File: src/rtl/booth_mult_pkg.sv
// booth_mult_pkg: shared state/selection types and helpers for the sequential Booth multiplier
package booth_mult_pkg;
  typedef enum logic [1:0] {IDLE, BUSY, DONE} state_t;
  typedef enum logic [1:0] {NOP, ADD, SUB} booth_sel_t;
  localparam int ABS_W = 64;
  function automatic booth_sel_t decode(input logic q0, input logic qm1);
    return ({q0, qm1} == 2'b01) ? ADD : ({q0, qm1} == 2'b10) ? SUB : NOP;
  endfunction
  // Callers zero-extend into ABS_W bits and keep only their own low bits of the result
  function automatic logic [ABS_W-1:0] abs_2c(input logic [ABS_W-1:0] value, input logic is_neg);
    return is_neg ? ~value + 1'b1 : value;
  endfunction
endpackage

File: src/rtl/booth_step.sv
// booth_step: one radix-2 Booth iteration (add/sub then arithmetic right shift of {A,Q,Qm1})
module booth_step
  import booth_mult_pkg::*;
#(
  parameter int W1 = 17
) (
  input  logic [W1-1:0] a,
  input  logic [W1-1:0] q,
  input  logic          qm1,
  input  logic [W1-1:0] m,
  input  logic [W1-1:0] neg_m,
  output logic [W1-1:0] a_next,
  output logic [W1-1:0] q_next,
  output logic          qm1_next
);
  booth_sel_t sel;
  logic [W1-1:0] sum;
  always_comb begin
    sel = decode(q[0], qm1);
    sum = (sel == ADD) ? a + m : (sel == SUB) ? a + neg_m : a;
    {a_next, q_next, qm1_next} = {sum[W1-1], sum, q};
  end
endmodule

File: src/rtl/booth_mult_seq.sv
// booth_mult_seq: start/done handshaked sequential radix-2 Booth multiplier with magnitude/sign output
module booth_mult_seq
  import booth_mult_pkg::*;
#(
  parameter int WIDTH = 16
) (
  input  logic                 clk,
  input  logic                 reset,
  input  logic                 start,
  input  logic                 signed_mode,
  input  logic [WIDTH-1:0]     multiplier,
  input  logic [WIDTH-1:0]     multiplicand,
  output logic                 ready,
  output logic                 busy,
  output logic                 done,
  output logic [2*WIDTH-1:0]   product,
  output logic [2*WIDTH-1:0]   product_mag,
  output logic                 product_neg
);
  localparam int W1 = WIDTH + 1;
  localparam int CNT_W = $clog2(WIDTH + 2);
  state_t state, state_next;
  logic [W1-1:0] a, q, m, neg_m, a_next, q_next, q_ext, m_ext;
  logic qm1, qm1_next, mode, last, neg_next;
  logic [CNT_W-1:0] cnt;
  logic [2*WIDTH-1:0] prod_next;
  booth_step #(.W1(W1)) u_step (
    .a(a), .q(q), .qm1(qm1), .m(m), .neg_m(neg_m),
    .a_next(a_next), .q_next(q_next), .qm1_next(qm1_next)
  );
  always_comb begin
    q_ext = {signed_mode & multiplier[WIDTH-1], multiplier};
    m_ext = {signed_mode & multiplicand[WIDTH-1], multiplicand};
    last = cnt == CNT_W'(W1 - 1);
    prod_next = {a_next[WIDTH-2:0], q_next};
    neg_next = mode & prod_next[2*WIDTH-1];
    state_next = (state == IDLE) ? (start ? BUSY : IDLE) :
                 (state == BUSY) ? (last ? DONE : BUSY) : IDLE;
  end
  assign ready = state == IDLE;
  assign busy = state == BUSY;
  assign done = state == DONE;
  always_ff @(posedge clk or negedge reset)
    if (!reset) state <= IDLE;
    else state <= state_next;
  always_ff @(posedge clk or negedge reset)
    if (!reset) begin
      {a, q, qm1, m, neg_m, cnt, mode} <= '0;
      {product, product_mag, product_neg} <= '0;
    end else if (state == IDLE && start) begin
      a <= '0;
      q <= q_ext;
      qm1 <= 1'b0;
      m <= m_ext;
      neg_m <= -m_ext;
      cnt <= '0;
      mode <= signed_mode;
    end else if (state == BUSY) begin
      a <= a_next;
      q <= q_next;
      qm1 <= qm1_next;
      cnt <= cnt + 1'b1;
      // The final step's result goes straight to the product registers
      if (last) begin
        product <= prod_next;
        product_mag <= (2*WIDTH)'(abs_2c(ABS_W'(prod_next), neg_next));
        product_neg <= neg_next;
      end
    end
endmodule

File: config.mk
export PLATFORM = sky130hd
export DESIGN_NAME = booth_mult_seq
export DESIGN_NICKNAME = d
export VERILOG_FILES = /design/src/rtl/booth_mult_pkg.sv /design/src/rtl/booth_step.sv /design/src/rtl/booth_mult_seq.sv
export SDC_FILE = /design/constraint.sdc
export NUM_CORES = 1
export LEC_CHECK = 0
export ABC_CLOCK_PERIOD_IN_PS = 4000
export BUFFER_PORTS_ARGS = -buffer_cell sky130_fd_sc_hd__buf_4
export CORE_MARGIN = 3
export CORE_UTILIZATION = 50
export CTS_BUF_LIST = sky130_fd_sc_hd__clkbuf_4 sky130_fd_sc_hd__clkbuf_8
export CTS_CLUSTER_DIAMETER = 200
export DETAILED_ROUTE_END_ITERATION = 10
export PLACE_DENSITY = 0.82
export SLEW_MARGIN = 15
export SYNTH_ARGS = -nofsm -noshare
export SYNTH_HDL_FRONTEND = slang
export SYNTH_SLANG_ARGS = --single-unit
File: constraint.sdc
create_clock -name clk -period 4 [get_ports clk]
set_clock_uncertainty 0.05 [all_clocks]
set_input_delay 0.4 -clock clk [delete_from_list [all_inputs] [get_ports clk]]
set_output_delay 0.4 -clock clk [all_outputs]
set_load 0.05 [all_outputs]
== Word-level counts from Yosys, hierarchy flattened ==
Cells that the tools add are included.
Word-level totals
  bits in registers: 142
  logic and storage cells: 49
  output and inout bits: 68
Operators by class
  add/subtract/negate cells: 5
  bitwise logic cells: 5
  reduce and logical (&&, ||, !) cells: 4
  equal/unequal tests: 7
  muxes and demuxes: 17
Operator list (count)
  two-way mux 17 bit: 6
  adder 17 bit: 2
  adder 32 x 1 -> 32 bit, second input constant: 1
  two-way mux 32 bit: 1
  NOT 32 bit: 1
  negation 17 bit: 1
  two-way mux 2 bit: 5
  two-way mux 5 bit: 2
  == test 2 x 1 -> 1 bit, second input constant: 3
  == test 2 bit, second input constant: 3
  adder 5 x 1 -> 5 bit, second input constant: 1
  == test 5 bit, second input constant: 1
  AND 1 bit: 3
  two-way mux 1 bit: 3
  AND reduction 3 bit: 1
  zero test 2 bit: 1
  nonzero test 2 bit: 1
  logical AND 1 bit: 1
  NOT 1 bit: 1

== Longest topological paths before layout ==
  depth in word-level cells: 9
  mapped depth: 13

== Cells and area by module ==
A second synthesis with hierarchy kept.
Unflattened totals
  cell total of the unflattened synthesis: 996
  area total of the unflattened synthesis: 8425.6 µm²
Modules (own cells, without submodules)
  booth_mult_seq: area an instance 6341.1 µm², sequential area each 3503.4 µm², cells an instance 698, instances 1
  booth_step: area an instance 2084.5 µm², sequential area each 0.0 µm², cells an instance 298, instances 1

== Least setup slack after synthesis ==
No wires, ideal clock.
  kind: reg-to-reg
  start point: register a[0]
  end point: register product_mag[31]
  library setup time: 0.082 ns
  path slack: 0.542 ns
  stages on the path, launching flop included: 12
  arrival: 3.326 ns
  path buffers: 0
  period minus slack after synthesis: 3.458 ns
  cells stage by stage: dfrtp_1 ha_1 fa_1 a211oi_1 o21bai_1 a2111oi_1 nor3_1 o31a_1 nor3_1 nand4_2 or3_1 a31oi_1
On the way
  cells in the longest elaborated chain, start to end: 6
  elaborated cells on any way between the ends: 8
Ends and longest elaborated chain
  start, declared: RTL line booth_mult_seq.sv:23  | logic [W1-1:0] a, q, m, neg_m, a_next, q_next, q_ext, m_ext;
  start signal, assigned: RTL line booth_mult_seq.sv:59  | a <= a_next;
  adder 17 bit: RTL line booth_step.sv:20  | sum = (sel == ADD) ? a + m : (sel == SUB) ? a + neg_m : a;
  two-way mux 17 bit: RTL line booth_step.sv:20
  two-way mux 17 bit (*): RTL line booth_step.sv:20
  NOT 32 bit: RTL line booth_mult_pkg.sv:11  | return is_neg ? ~value + 1'b1 : value;
  adder 32 x 1 -> 32 bit: RTL line booth_mult_pkg.sv:11
  two-way mux 32 bit (*): RTL line booth_mult_pkg.sv:11
  end signal, assigned: RTL line booth_mult_seq.sv:66  | product_mag <= (2*WIDTH)'(abs_2c(ABS_W'(prod_next), neg_next));
  end, declared: RTL line booth_mult_seq.sv:17  | output logic [2*WIDTH-1:0] product_mag,
Mark *: on every way between the ends. The rest lies on a longest branch, timed or not.
A chain may end at the register's enable or synchronous reset.

== Final worst setup path ==
  start point: register a[6]
  end point: register product_mag[31]
The elaborated chain is that of the path after synthesis.

==> impl_metrics.tcl <==
set metrics [dict create \
    crit_buf_inv 0 \
    grt_pass1_wl_um 35700 \
    clock-root-buffer "clkbuf_8" \
    wl_um 21600 \
    cp.arrival_ps 4040 \
    vias_per_cell 5.78 \
    max_freq_ghz 0.270 \
    antennaDiodeCount 0 \
    fill_cells 1401 \
    ys_warn_count 0 \
    register_area_um2 3480 \
    hold_viol 6 \
    multiInputGateArea_um2 4530 \
    die_w_um 134 \
    avgSynthCellArea_um2 8.47 \
    slowest_delay_ps 530 \
    antenna_left 0 \
    synthCells 974 \
    syn2layout_area_growth_pct 16.6 \
    final_area_um2 9620 \
    clk_latency_ps 470 \
    nets 1138 \
    die_area_um2 18100 \
    worstPathRequired_ps 4340 \
    drc 0 \
    tns_ps 0 \
    path_clk_slew_ps 90 \
    antenna_found_initial 0 \
    start_util_pct 51.6 \
    drive_above_1_share_pct 16.5 \
    ys_seq_elements 139 \
    syn_nets 1049 \
    setup_viol 0 \
    clkSinkCount 139 \
    postPlaceCellArea_um2 9250 \
    htreeDepth 4 \
    synth_top_area_share_pct 42.1 \
    vias 7464 \
    grt_use_total_pct 24.5 \
    cts_buffers 17 \
    ys_seq_area_share_pct 42.1 \
    fp-row-count 46 \
    gp_congestion 0.904 \
    startpoint_type "register" \
    synth-edff-count 0 \
    grt_max_degree 108 \
    fp.dieH_um 134 \
    status "finished with violations" \
    ios 104 \
    synth.area.top_cells "dfrtp_1 (42%), nand2_1 (11%), o21ai_0 (6.6%)" \
    rsz0062_at_grt "no" \
    rrSetupSlack_ps 300 \
    relSlewSlack_pct 29.3 \
    path_class "reg -> reg" \
    hpwlAfterDp_um 15400 \
    crit_chain "ha_1 -> a2111oi_1 -> o21ai_1 -> and2_1 -> a2111oi_2 -> a211oi_1 -> nor3_1 -> nand4_2 -> or3_1 -> a31oi_1" \
    ys.flop_type "dfrtp_1" \
    grt_overflow_total 0 \
    whs_ps -13.9 \
    cts_tree "yes" \
    post-route-period-util_pct 92.5 \
    drtIter0Drc 648 \
    grt_use_met2_pct 40.8 \
    async_flop_share_pct 100 \
    met3_usage_pct 4.55 \
    yosys.area.top_type "dfrtp_1" \
    syn_area_um2 8250 \
    cpLargestDelayFamily "compound AO/OA/AOI/OAI gates" \
    max_cap_violations 0 \
    grt_busiest_layer "met2" \
    crit_fanout 10 \
    routedWlPerCell_um 16.7 \
    netlist-cell-type-count 68 \
    core_area_um2 16000 \
    first_pass_iters 8 \
    slowest_stage "a2111oi_1" \
    violations "hold timing" \
    hold_class "in -> async" \
    grt_pass1_vias 7236 \
    cp-end-kind "register" \
    use_met1_pct 32.1 \
    period_needed_ps 3700 \
    worstMarginPinSlew_ps 1060 \
    cts_buffer_depth 2 \
    port-buffer-count 103 \
    maxSlewViolCount 0 \
]
## final cells by class
| cell class | count | share of cell area, % |
|---|---|---|
| clock inverter | 13 | 1.13 |
| sequential | 139 | 36.1 |
| clock buffer | 19 | 2.59 |
| timing repair buffer | 122 | 9.56 |
| inverter | 18 | 0.702 |
| tap | 216 | 2.81 |
| multi-input combinational | 765 | 47.1 |
## flip-flops by register name, indices dropped and copies added, names as in the netlist
register and count:
mode 1, state 2, neg_m 16, cnt 5
qm1 1, product_mag 31, product 32, product_neg 1
q 17, a 16, m 17
## logic make-up after synthesis
logic type                 share of synthesized area (%)
adders and majority gates                           6.09
DFF                                                 42.1
muxes                                               1.26
buffers and inverters                               3.29
xor gates and xnor gates                            5.62
and+or+nand+nor                                     22.8
AOI/OAI and AO/OA                                   18.8
## placed cells by master, fill, tap and decap left out, drive strengths merged, types with 4 or more instances in the layout
cell | synthesis | routed
a221o | 4 | 4
a211oi | 13 | 13
buf | 11 | 122
nor2 | 54 | 54
xnor2 | 24 | 24
o211ai | 4 | 4
a31oi | 7 | 7
inv | 17 | 23
clkbuf | 41 | 19
nand4 | 11 | 11
dfrtp | 139 | 139
o21ai | 113 | 113
a21oi | 24 | 24
a2111oi | 6 | 6
or4 | 5 | 5
o21a | 5 | 5
ha | 37 | 37
xor2 | 29 | 29
or2 | 5 | 5
nand2 | 243 | 243
clkinv | 1 | 5
nand2b | 9 | 9
a22oi | 14 | 14
o21bai | 4 | 4
nor2b | 8 | 8
a21o | 12 | 12
o31ai | 9 | 9
or3 | 11 | 11
mux2i | 7 | 7
nand3 | 30 | 30
a211o | 5 | 5
nor3 | 25 | 25
## Yosys cell counts (3+ instances only)
library cell and number:
a21o_1 12, o21bai_1 4, o21ai_1 4, buf_2 4, o22ai_1 3, nand3_1 29, nor2_1 54, a22oi_1 14
buf_1 6, o211ai_1 4, a31oi_1 7, o31ai_1 9, a211o_1 5, nand4_1 10, xor2_1 29, xnor2_1 24
nor3b_1 3, nand4b_1 3, o21ai_0 109, nor2b_1 8, a221o_1 4, o21a_1 5, nor3_1 23, a211oi_1 13
a21oi_1 24, clkbuf_1 41, and2_1 3, a2111oi_0 3, dfrtp_1 139, ha_1 37, nand3b_1 3, mux2_2 3
o41ai_1 3, or3_1 10, or2_2 5, or4_4 3, mux2i_1 7, nand2_1 243, nand2b_1 9, inv_1 17
## stage by stage
step / util [%] / setup slack, ps / cells
2_1_floorplan: - / 542 / 974
3_3_place_gp: 57.8 / 332 / 1260
3_5_place_dp: 57.8 / 273 / 1260
4_1_cts: 60.0 / 236 / 1292
5_1_grt: 60.1 / 36.0 / 1292
6_report: 60.1 / 298 / 1292
## what timing repair did
| item | 4_1_cts | 5_1_grt |
|---|---|---|
| resized for setup | 0 | 3 |
| buffers inserted | 0 | 0 |
| hold buffers | 0 | 0 |
| endpoints found under the setup margin | 0 | 7 |
## metal layers
metal  wire length (um)  vias to the layer above
met5                  0                        -
met4                533                        0
met3               1120                       43
met2              10500                      262
met1               9380                     3561
li1                   -                     3598
## path summary, 6_finish.rpt
path / from / endpoint / cells after the start
worst max-delay path: a[6] / product_mag[31] / 10
worst min-delay path: reset / product_mag[17] / 1
worst max register to register: a[6] / product_mag[31] / 10
worst min register to register: mode / product_mag[31] / 1
max in group asynchronous: reset / q[8] / 2
min in group clk: multiplier[4] / q[4] / 3
Power is left out: the tool's default activity adds up to more than one toggle a clock period on the data nets, which glitch-free logic cannot reach.
